===== config.mk =====
export PLATFORM = sky130hd
export DESIGN_NAME = divide_result_unpack_flat
export DESIGN_NICKNAME = d
export VERILOG_FILES = /design/src/rtl/divide_result_unpack_if.sv /design/src/rtl/divide_result_unpack.sv /design/src/flat_wrapper.sv
export SDC_FILE = /design/constraint.sdc
export NUM_CORES = 1
export LEC_CHECK = 0
export CORE_AREA = 2 2 210 212
export DETAILED_ROUTE_END_ITERATION = 10
export DIE_AREA = 0 0 212 214
export SLEW_MARGIN = 0
export SYNTH_ARGS = -nofsm -noshare
export SYNTH_HDL_FRONTEND = slang
export SYNTH_SLANG_ARGS = --single-unit

===== constraint.sdc =====
create_clock -name clock -period 8.35 [get_ports clock]
set_input_delay 2.505 -clock clock [delete_from_list [all_inputs] [get_ports clock]]
set_output_delay 2.505 -clock clock [all_outputs]
set_load 0.005 [all_outputs]

===== src/rtl/divide_result_unpack_if.sv =====
// Bundle of the divider-result input side and the downstream fixed-point output side.
// The master drives the divider result and the downstream ready; the slave is the unpacker.
interface divide_result_unpack_if #(
  parameter int DSIZE = 24,
  parameter int FSIZE = 8
);
  logic [2*DSIZE-1:0] Q;
  logic [5:0]         EXP;
  logic               VALID;
  logic               HOLD;
  logic [DSIZE-1:0]   INT_OUT;
  logic [FSIZE-1:0]   FRAC_OUT;
  logic               SAT;
  logic               OUT_VALID;
  logic               OUT_READY;
  logic               OVERFLOW;
  logic               CLR_OVF;

  modport master (
    output Q, EXP, VALID, OUT_READY, CLR_OVF,
    input  HOLD, INT_OUT, FRAC_OUT, SAT, OUT_VALID, OVERFLOW
  );

  modport slave (
    input  Q, EXP, VALID, OUT_READY, CLR_OVF,
    output HOLD, INT_OUT, FRAC_OUT, SAT, OUT_VALID, OVERFLOW
  );
endinterface


===== src/rtl/divide_result_unpack.sv =====
// Captures divider Q/EXP results into a small FIFO (the divider cannot be stalled),
// converts Q / 2^EXP into a rounded, saturated fixed-point value and hands it
// downstream over valid/ready. HOLD throttles the operand source before overflow.
module divide_result_unpack #(
  parameter int DSIZE = 24,
  parameter int FSIZE = 8,
  parameter int AW    = 2
) (
  input  logic                 clock,
  input  logic                 rst,
  divide_result_unpack_if.slave bus
);
  localparam int DEPTH = 1 << AW;
  localparam int EW    = 2*DSIZE + 6;           // stored entry: {Q, EXP}
  localparam int RW    = 2*DSIZE + FSIZE + 1;   // rounded intermediate width
  localparam int CW    = RW + 64;               // headroom so a 2^(EXP-1) addend never truncates
  localparam int OW    = DSIZE + FSIZE;         // representable result width
  localparam logic [AW:0] DEPTH_C = (AW+1)'(DEPTH);
  localparam logic [AW:0] HOLD_C  = DEPTH_C - 1'b1;

  logic [EW-1:0]    mem [DEPTH];
  logic [AW-1:0]    wr_ptr_reg, rd_ptr_reg;
  logic [AW:0]      count_reg;
  logic             out_valid_reg, sat_reg, overflow_reg;
  logic [DSIZE-1:0] int_reg;
  logic [FSIZE-1:0] frac_reg;

  logic             full, empty, push, pop, drop;
  logic [EW-1:0]    head;
  logic [2*DSIZE-1:0] head_q;
  logic [5:0]       head_exp;
  logic [CW-1:0]    scaled, r_wide;
  logic             sat_next;
  logic [DSIZE-1:0] int_next;
  logic [FSIZE-1:0] frac_next;

  // Push/pop decisions; a pop frees a slot so a push into a full FIFO still succeeds.
  always_comb begin
    full  = (count_reg == DEPTH_C);
    empty = (count_reg == '0);
    pop   = !empty && (!out_valid_reg || bus.OUT_READY);
    push  = bus.VALID && (!full || pop);
    drop  = bus.VALID && full && !pop;
  end

  // FIFO storage; only the pointers need reset, stale entries are never read.
  always_ff @(posedge clock) begin
    if (push) mem[wr_ptr_reg] <= {bus.Q, bus.EXP};
  end

  // FIFO pointers and occupancy count.
  always_ff @(posedge clock or negedge rst) begin
    if (!rst) begin
      wr_ptr_reg <= '0;
      rd_ptr_reg <= '0;
      count_reg  <= '0;
    end else begin
      if (push) wr_ptr_reg <= wr_ptr_reg + 1'b1;
      if (pop)  rd_ptr_reg <= rd_ptr_reg + 1'b1;
      if (push && !pop)      count_reg <= count_reg + 1'b1;
      else if (pop && !push) count_reg <= count_reg - 1'b1;
    end
  end

  // Convert the FIFO head: round-half-up shift of Q<<FSIZE by EXP, then saturate.
  always_comb begin
    head     = mem[rd_ptr_reg];
    head_q   = head[EW-1:6];
    head_exp = head[5:0];
    scaled   = CW'(head_q) << FSIZE;
    if (head_exp == 6'd0) r_wide = scaled;
    else r_wide = (scaled + (CW'(1) << (head_exp - 6'd1))) >> head_exp;
    sat_next  = |r_wide[CW-1:OW];
    int_next  = sat_next ? '1 : r_wide[OW-1:FSIZE];
    frac_next = sat_next ? '1 : r_wide[FSIZE-1:0];
  end

  // Output register: load on pop, drain when accepted with nothing behind it.
  always_ff @(posedge clock or negedge rst) begin
    if (!rst) begin
      out_valid_reg <= 1'b0;
      sat_reg       <= 1'b0;
      int_reg       <= '0;
      frac_reg      <= '0;
    end else if (pop) begin
      out_valid_reg <= 1'b1;
      sat_reg       <= sat_next;
      int_reg       <= int_next;
      frac_reg      <= frac_next;
    end else if (bus.OUT_READY) begin
      out_valid_reg <= 1'b0;
    end
  end

  // Sticky overflow flag; a drop in the same cycle as a clear keeps it set.
  always_ff @(posedge clock or negedge rst) begin
    if (!rst)             overflow_reg <= 1'b0;
    else if (drop)        overflow_reg <= 1'b1;
    else if (bus.CLR_OVF) overflow_reg <= 1'b0;
  end

  assign bus.HOLD      = (count_reg >= HOLD_C);
  assign bus.OUT_VALID = out_valid_reg;
  assign bus.SAT       = sat_reg;
  assign bus.INT_OUT   = int_reg;
  assign bus.FRAC_OUT  = frac_reg;
  assign bus.OVERFLOW  = overflow_reg;
endmodule


===== src/flat_wrapper.sv =====
// flat-port wrapper written by rule: the top's interface ports become plain ports
module divide_result_unpack_flat 
#(
  parameter int DSIZE = 24,
  parameter int FSIZE = 8,
  parameter int AW    = 2
)
  (clock, rst, bus_Q, bus_EXP, bus_VALID, bus_OUT_READY, bus_CLR_OVF, bus_HOLD, bus_INT_OUT, bus_FRAC_OUT, bus_SAT, bus_OUT_VALID, bus_OVERFLOW);
  divide_result_unpack_if #(.DSIZE(DSIZE), .FSIZE(FSIZE)) bus_i ();
  input  logic clock;
  input  logic rst;
  input wire logic [$bits(bus_i.Q)-1:0] bus_Q;
  input wire logic [$bits(bus_i.EXP)-1:0] bus_EXP;
  input wire logic [$bits(bus_i.VALID)-1:0] bus_VALID;
  input wire logic [$bits(bus_i.OUT_READY)-1:0] bus_OUT_READY;
  input wire logic [$bits(bus_i.CLR_OVF)-1:0] bus_CLR_OVF;
  output wire logic [$bits(bus_i.HOLD)-1:0] bus_HOLD;
  output wire logic [$bits(bus_i.INT_OUT)-1:0] bus_INT_OUT;
  output wire logic [$bits(bus_i.FRAC_OUT)-1:0] bus_FRAC_OUT;
  output wire logic [$bits(bus_i.SAT)-1:0] bus_SAT;
  output wire logic [$bits(bus_i.OUT_VALID)-1:0] bus_OUT_VALID;
  output wire logic [$bits(bus_i.OVERFLOW)-1:0] bus_OVERFLOW;
  assign bus_i.Q = bus_Q;
  assign bus_i.EXP = bus_EXP;
  assign bus_i.VALID = bus_VALID;
  assign bus_i.OUT_READY = bus_OUT_READY;
  assign bus_i.CLR_OVF = bus_CLR_OVF;
  assign bus_HOLD = bus_i.HOLD;
  assign bus_INT_OUT = bus_i.INT_OUT;
  assign bus_FRAC_OUT = bus_i.FRAC_OUT;
  assign bus_SAT = bus_i.SAT;
  assign bus_OUT_VALID = bus_i.OUT_VALID;
  assign bus_OVERFLOW = bus_i.OVERFLOW;
  divide_result_unpack #(.DSIZE(DSIZE), .FSIZE(FSIZE), .AW(AW)) u_core (.clock(clock), .rst(rst), .bus(bus_i));
endmodule

==> results.toml, run 1 <==
[worst_setup_path]
crit_chain = "mux4_2 -> nor2_1 -> nand2_1 -> nor2_1 -> ha_1 -> nand4_4 -> or4_4 -> a2111oi_4 -> or2_1 -> o221a_4 -> o21ai_2 -> o221ai_1 -> mux2i_1 -> a211oi_2 -> o2111a_1 -> a41oi_2 -> o31ai_2 -> o211ai_1"
path_delay_family = "compound AO/OA/AOI/OAI gates"
slowest_delay_ps = 1080
crit_top_cell = "nor2_1"
critPathKind = "reg -> reg"
critPathCaptureType = "register"
critPathRequiredTime_ps = 8710
arrival_ps = 8470
critPathSlowestCell = "o31ai_2"
critPathMaxFanout = 16
cp-start-kind = "register"
critPathBufInv = 0

[yosys]
yosysTopAreaCellShare_pct = 36.4
syn_avg_cell_area_sq_um = 9.91
yosys.cell_types.count = 96
synth_area_sq_um = 17800
synthSimpleGateAreaFrac_pct = 16.0
syn_inst = 1800
synth_edf_count = 216
ys.flop_type = "edfxtp_1"
synthMuxAreaShare_pct = 12.2
synth_seq_cells = 258
yosys.area_share.xor_xnor_pct = 2.06
yosysTopAreaCell = "edfxtp_1"
ys_top_cells_by_count = "230 x nand2_1, 216 x edfxtp_1, 200 x nor2_1"
synth_compound_area_share_pct = 20.1
synth_top_family_by_area = "compound AO/OA/AOI/OAI gates"
syn-num-nets = 1914
synth.yosys.warnings = 0
synth_most_common_cell = "nand2_1"
yosys-top-cells-area = "edfxtp_1 36%, mux4_2 6.8%, dfrtp_1 5.9%"
synth_seq_area_share_pct = 42.3
postSynth.asyncResetShare_pct = 16.3
synthAdderAreaFrac_pct = 3.94

[timing]
layout_setup_ws_ps = 241
tightestPinTransition_ps = 1270
slew_headroom_pct = 14.9
finClkSkew_ps = 30.2
report.final.hold_viol_count = 0
setup_viol = 0
rsz0062_at_grt = "no"
drv_slew = 0
finalCritPeriodShare_pct = 97.1
period_needed_ps = 8110
fmax_mhz = 123
finalSetupTns_ps = 0

[clocking]
root_buffer = "clkbuf_16"
cts_max_level = 1
clk_pin_slew_worst_paths_ps = 60
cts_made_buffers = 26
clockBufferDepth = 3
cts_resized = 0
postCtsSetupRepairBufs = 0
clock_latency_ps = 550
hold_buffers = 0
cts_tree = "yes"
cts_sinks = 258

[die]
start_util_pct = 41.6
die_w_um = 212
dieArea_sq_um = 45400
io_pins = 95
num_rows = 76
core_sq_um = 42900
fp.dieH_um = 214

[final_layout]
fillers = 4076
top_register = "u_core.mem"
multi_input_area_sq_um = 9760
syn2layout_area_growth_pct = 14.8
largest_register_ffs = 216
drive_above_1_share_pct = 12.7
nNetsFinal = 2008
regArea_sq_um = 7540

[drt]
drt-total-wl_um = 72300
drt-vias-per-instance = 6.47
dr.pass1.iters = 7
vias = 16186
wl_per_cell_um = 28.9
ant_nets = 0
drc_errors = 0
initialDrtViolationCount = 1784

[place]
gp_congestion = 1.00
hpwl_um = 55700
port_buffers = 94
place_ws_ps = 424

[grt]
grt_overflow = 0
antenna_found_initial = 1
grt_usage_pct = 31.5
grt_pass1_wl_um = 106000
grt_max_degree = 67
grt_pass1_vias = 15572

[min_path]
hp-class = "reg -> reg"

[job]
drv_cap = 0

[status]
status = "finished clean"
==> worst min-delay path, stage by stage (launching register included) <==
cell and delay (ps):
dfrtp_1 340, nand2_1 50, nand2_1 50
==> layout by cell type (no fill, tap or decap), types with 31 or more instances in the layout <==
cell	Yosys	routed
a21oi_1	135	135
xnor2_1	31	31
mux4_2	54	54
dfrtp_1	42	40
edfxtp_1	216	216
clkdlybuf4s50_1	0	93
nand3_1	38	38
buf_4	5	90
nand2_1	230	230
o21ai_0	114	114
mux2i_1	73	70
nand4_1	35	35
nor3_1	31	31
nor2_1	200	199
ha_1	53	53
o211ai_1	31	31
==> final timing paths <==
| check | startpoint | cells past startpoint | to | slack [ps] |
|---|---|---|---|---|
| max reg2reg | u_core.rd_ptr_reg[0] | 18 | u_core.bus.FRAC_OUT[7] | 240 |
| max | u_core.rd_ptr_reg[0] | 18 | u_core.bus.FRAC_OUT[7] | 240 |
| min reg2reg | u_core.bus.SAT | 2 | u_core.bus.SAT | 480 |
| min | u_core.bus.SAT | 2 | u_core.bus.SAT | 480 |
| max in group asynchronous | rst | 1 | u_core.rd_ptr_reg[0] | 5440 |
| min in group asynchronous | rst | 1 | u_core.bus.SAT | 2140 |
==> per-stage QoR <==
step / hold slack [ps] / std cells / util (%) / area (sq um)
3_5_place_dp: 468 / 2450 / 45.9 / 19700
2_1_floorplan: 470 / 1800 / - / 17800
3_3_place_gp: 467 / 2450 / 45.9 / 19700
6_report: 477 / 2500 / 47.7 / 20500
4_1_cts: 486 / 2498 / 47.7 / 20500
5_1_grt: 500 / 2499 / 47.7 / 20500
==> area by class of cell <==
| type | count | area share, % |
|---|---|---|
| inverters | 16 | 0.293 |
| well taps | 585 | 3.57 |
| repair buffers | 184 | 7.87 |
| clock inverters | 13 | 0.409 |
| multi-input cells | 1408 | 47.7 |
| clock buffers | 35 | 3.34 |
| flip-flops and latches | 258 | 36.8 |
| diodes | 1 | 0.0122 |
==> routing by layer <==
| metal | vias to the layer above | global-route usage (%) | wire length [um] |
|---|---|---|---|
| met5 | - | 0 | 14 |
| met4 | 2 | 11.4 | 2800 |
| met1 | 8116 | 46.1 | 32400 |
| met3 | 143 | 4.93 | 5120 |
| met2 | 757 | 47.3 | 31900 |
| li1 | 7168 | - | - |
==> logic make-up after synthesis <==
group	after synthesis
muxes	147
DFF	258
buffers and inverters	135
AOI/OAI and AO/OA	533
adders and majority gates	55
xor gates and xnor gates	42
and+or+nand+nor	630
Power of run 1 is left out: the tool's default activity adds up to more than one toggle a clock period on the data nets, which glitch-free logic cannot reach.
==> run 2, diff against run 1 <==
Settings changed: DONT_BUFFER_PORTS from default to 1, TNS_END_PERCENT from default to 20.
==> run 2 against run 1 <==
Cell count shrank 5.7%. Global-route usage decreased by 2.2 points. Via count down 3.5%. First-iteration DRC count rose by 20%. Count of clock-buffer cells in the layout down 4. Hold slack better by 37 ps. Routed wire length fell by 7.5%. Non-clock buffer count down 142. Die area did not move. Clock skew is 6.8 ps lower.
==> results.toml, run 2 (synthesis results as in run 1) <==
[status]
status = "finished clean"

[worst_setup_path]
critPathCaptureType = "register"
cp-start-kind = "register"
critPathMaxFanout = 21
critPathKind = "reg -> reg"
critPathRequiredTime_ps = 8760
arrival_ps = 8150
reg2reg_depth = 22

[die]
num_rows = 76
io_pins = 95
core_sq_um = 42900
fp.dieH_um = 214
start_util_pct = 41.6
dieArea_sq_um = 45400
die_w_um = 212

[drt]
drc_errors = 0
route.layer.met1.wl_um = 27800
wl_met2_um = 29000
ant_nets = 0
vias = 15614
wl_per_cell_um = 28.4
dr.pass1.iters = 8
drt-total-wl_um = 66900
wl_met3_um = 6680
topRoutingLayerUsed = "met5"
drt-vias-per-instance = 6.62
initialDrtViolationCount = 2145

[final_layout]
nNetsFinal = 1866
fin_util_pct = 44.9
finalNonFillerCells = 2358
drive_above_1_share_pct = 11.3
syn2layout_area_growth_pct = 7.84
fillers = 4051
layout_common_cells = "230 x nand2_1, 216 x edfxtp_1, 199 x nor2_1, 135 x a21oi_1, 114 x o21ai_0"
multi_input_area_sq_um = 9750
top_register = "u_core.mem"
largest_register_ffs = 216
layout_commonest_cell = "nand2_1"
regArea_sq_um = 7540

[timing]
finalSetupTns_ps = 0
slew_headroom_pct = 23.5
setup_viol = 0
finClkSkew_ps = 23.3
layout_setup_ws_ps = 601
drv_slew = 0
report.final.hold_viol_count = 0
rsz0062_at_grt = "no"
period_needed_ps = 7750
tightestPinTransition_ps = 1140
fmax_mhz = 129
finalCritPeriodShare_pct = 92.8

[clocking]
clockBufferDepth = 3
postCtsSetupRepairBufs = 0
cts_resized = 0
cts_sinks = 258
root_buffer = "clkbuf_16"
cts_tree = "yes"
clk_pin_slew_worst_paths_ps = 60
clock_latency_ps = 560
hold_buffers = 0
cts_max_level = 1
cts_made_buffers = 27

[grt]
grt_max_degree = 57
grt_usage_pct = 29.3
grt_pass1_wl_um = 100000
antenna_found_initial = 1
grt_pass1_vias = 15240
grt_overflow = 0

[place]
port_buffers = 0
gp_congestion = 1.04
dp_cells = 2308
place_ws_ps = 961
hpwl_um = 50500

[job]
drv_cap = 0

[min_path]
whs_path_depth = 2
hp-class = "reg -> reg"
run 2: critical path, stage by stage, from the launching register on:
cell and delay, ps:
dfrtp_2 720, mux2i_1 150, mux2_2 310, nor2_1 740
nand2_1 720, nor2_1 330, ha_1 280, o211ai_1 130
o21ai_1 430, a32oi_1 290, a21oi_1 600, o2111a_1 320
nor4_1 100, nor3b_1 440, o21ai_1 300, mux2i_1 310
mux2i_1 110, buf_4 170, a211oi_1 290, a41oi_2 190
o31ai_4 230, buf_4 280, o2111ai_1 140
run 2: path summary, 6_finish.rpt:
kind	from	end	slack (ps)
max	u_core.rd_ptr_reg[1]	u_core.bus.INT_OUT[20]	600
min	u_core.bus.SAT	u_core.bus.SAT	510
max reg2reg	u_core.rd_ptr_reg[1]	u_core.bus.INT_OUT[20]	600
min reg2reg	u_core.bus.SAT	u_core.bus.SAT	510
max in group asynchronous	rst	u_core.rd_ptr_reg[0]	6590
min in group asynchronous	rst	u_core.bus.SAT	1640
run 2: layout make-up:
cell class / instances / share of cell area, %
Multi-Input combinational cell: 1407 / 50.7
Sequential cell: 258 / 39.2
Tap cell: 585 / 3.81
Clock buffer: 31 / 3.59
Timing Repair Buffer: 42 / 1.64
Clock inverter: 18 / 0.761
Inverter: 16 / 0.312
Antenna cell: 1 / 0.0130
run 2: per-layer routing:
metal	vias up	track usage, %
met5	-	0
met2	874	43.9
li1	6887	-
met4	2	12.7
met1	7651	40.7
met3	200	6.76
run 2: per-stage QoR:
step | instance area (sq um) | hold slack (ps)
2_1_floorplan | 17800 | 470
3_3_place_gp | 18400 | 506
3_5_place_dp | 18400 | 507
4_1_cts | 19200 | 522
5_1_grt | 19200 | 556
6_report | 19200 | 514
Power of run 2 is left out for the same reason.
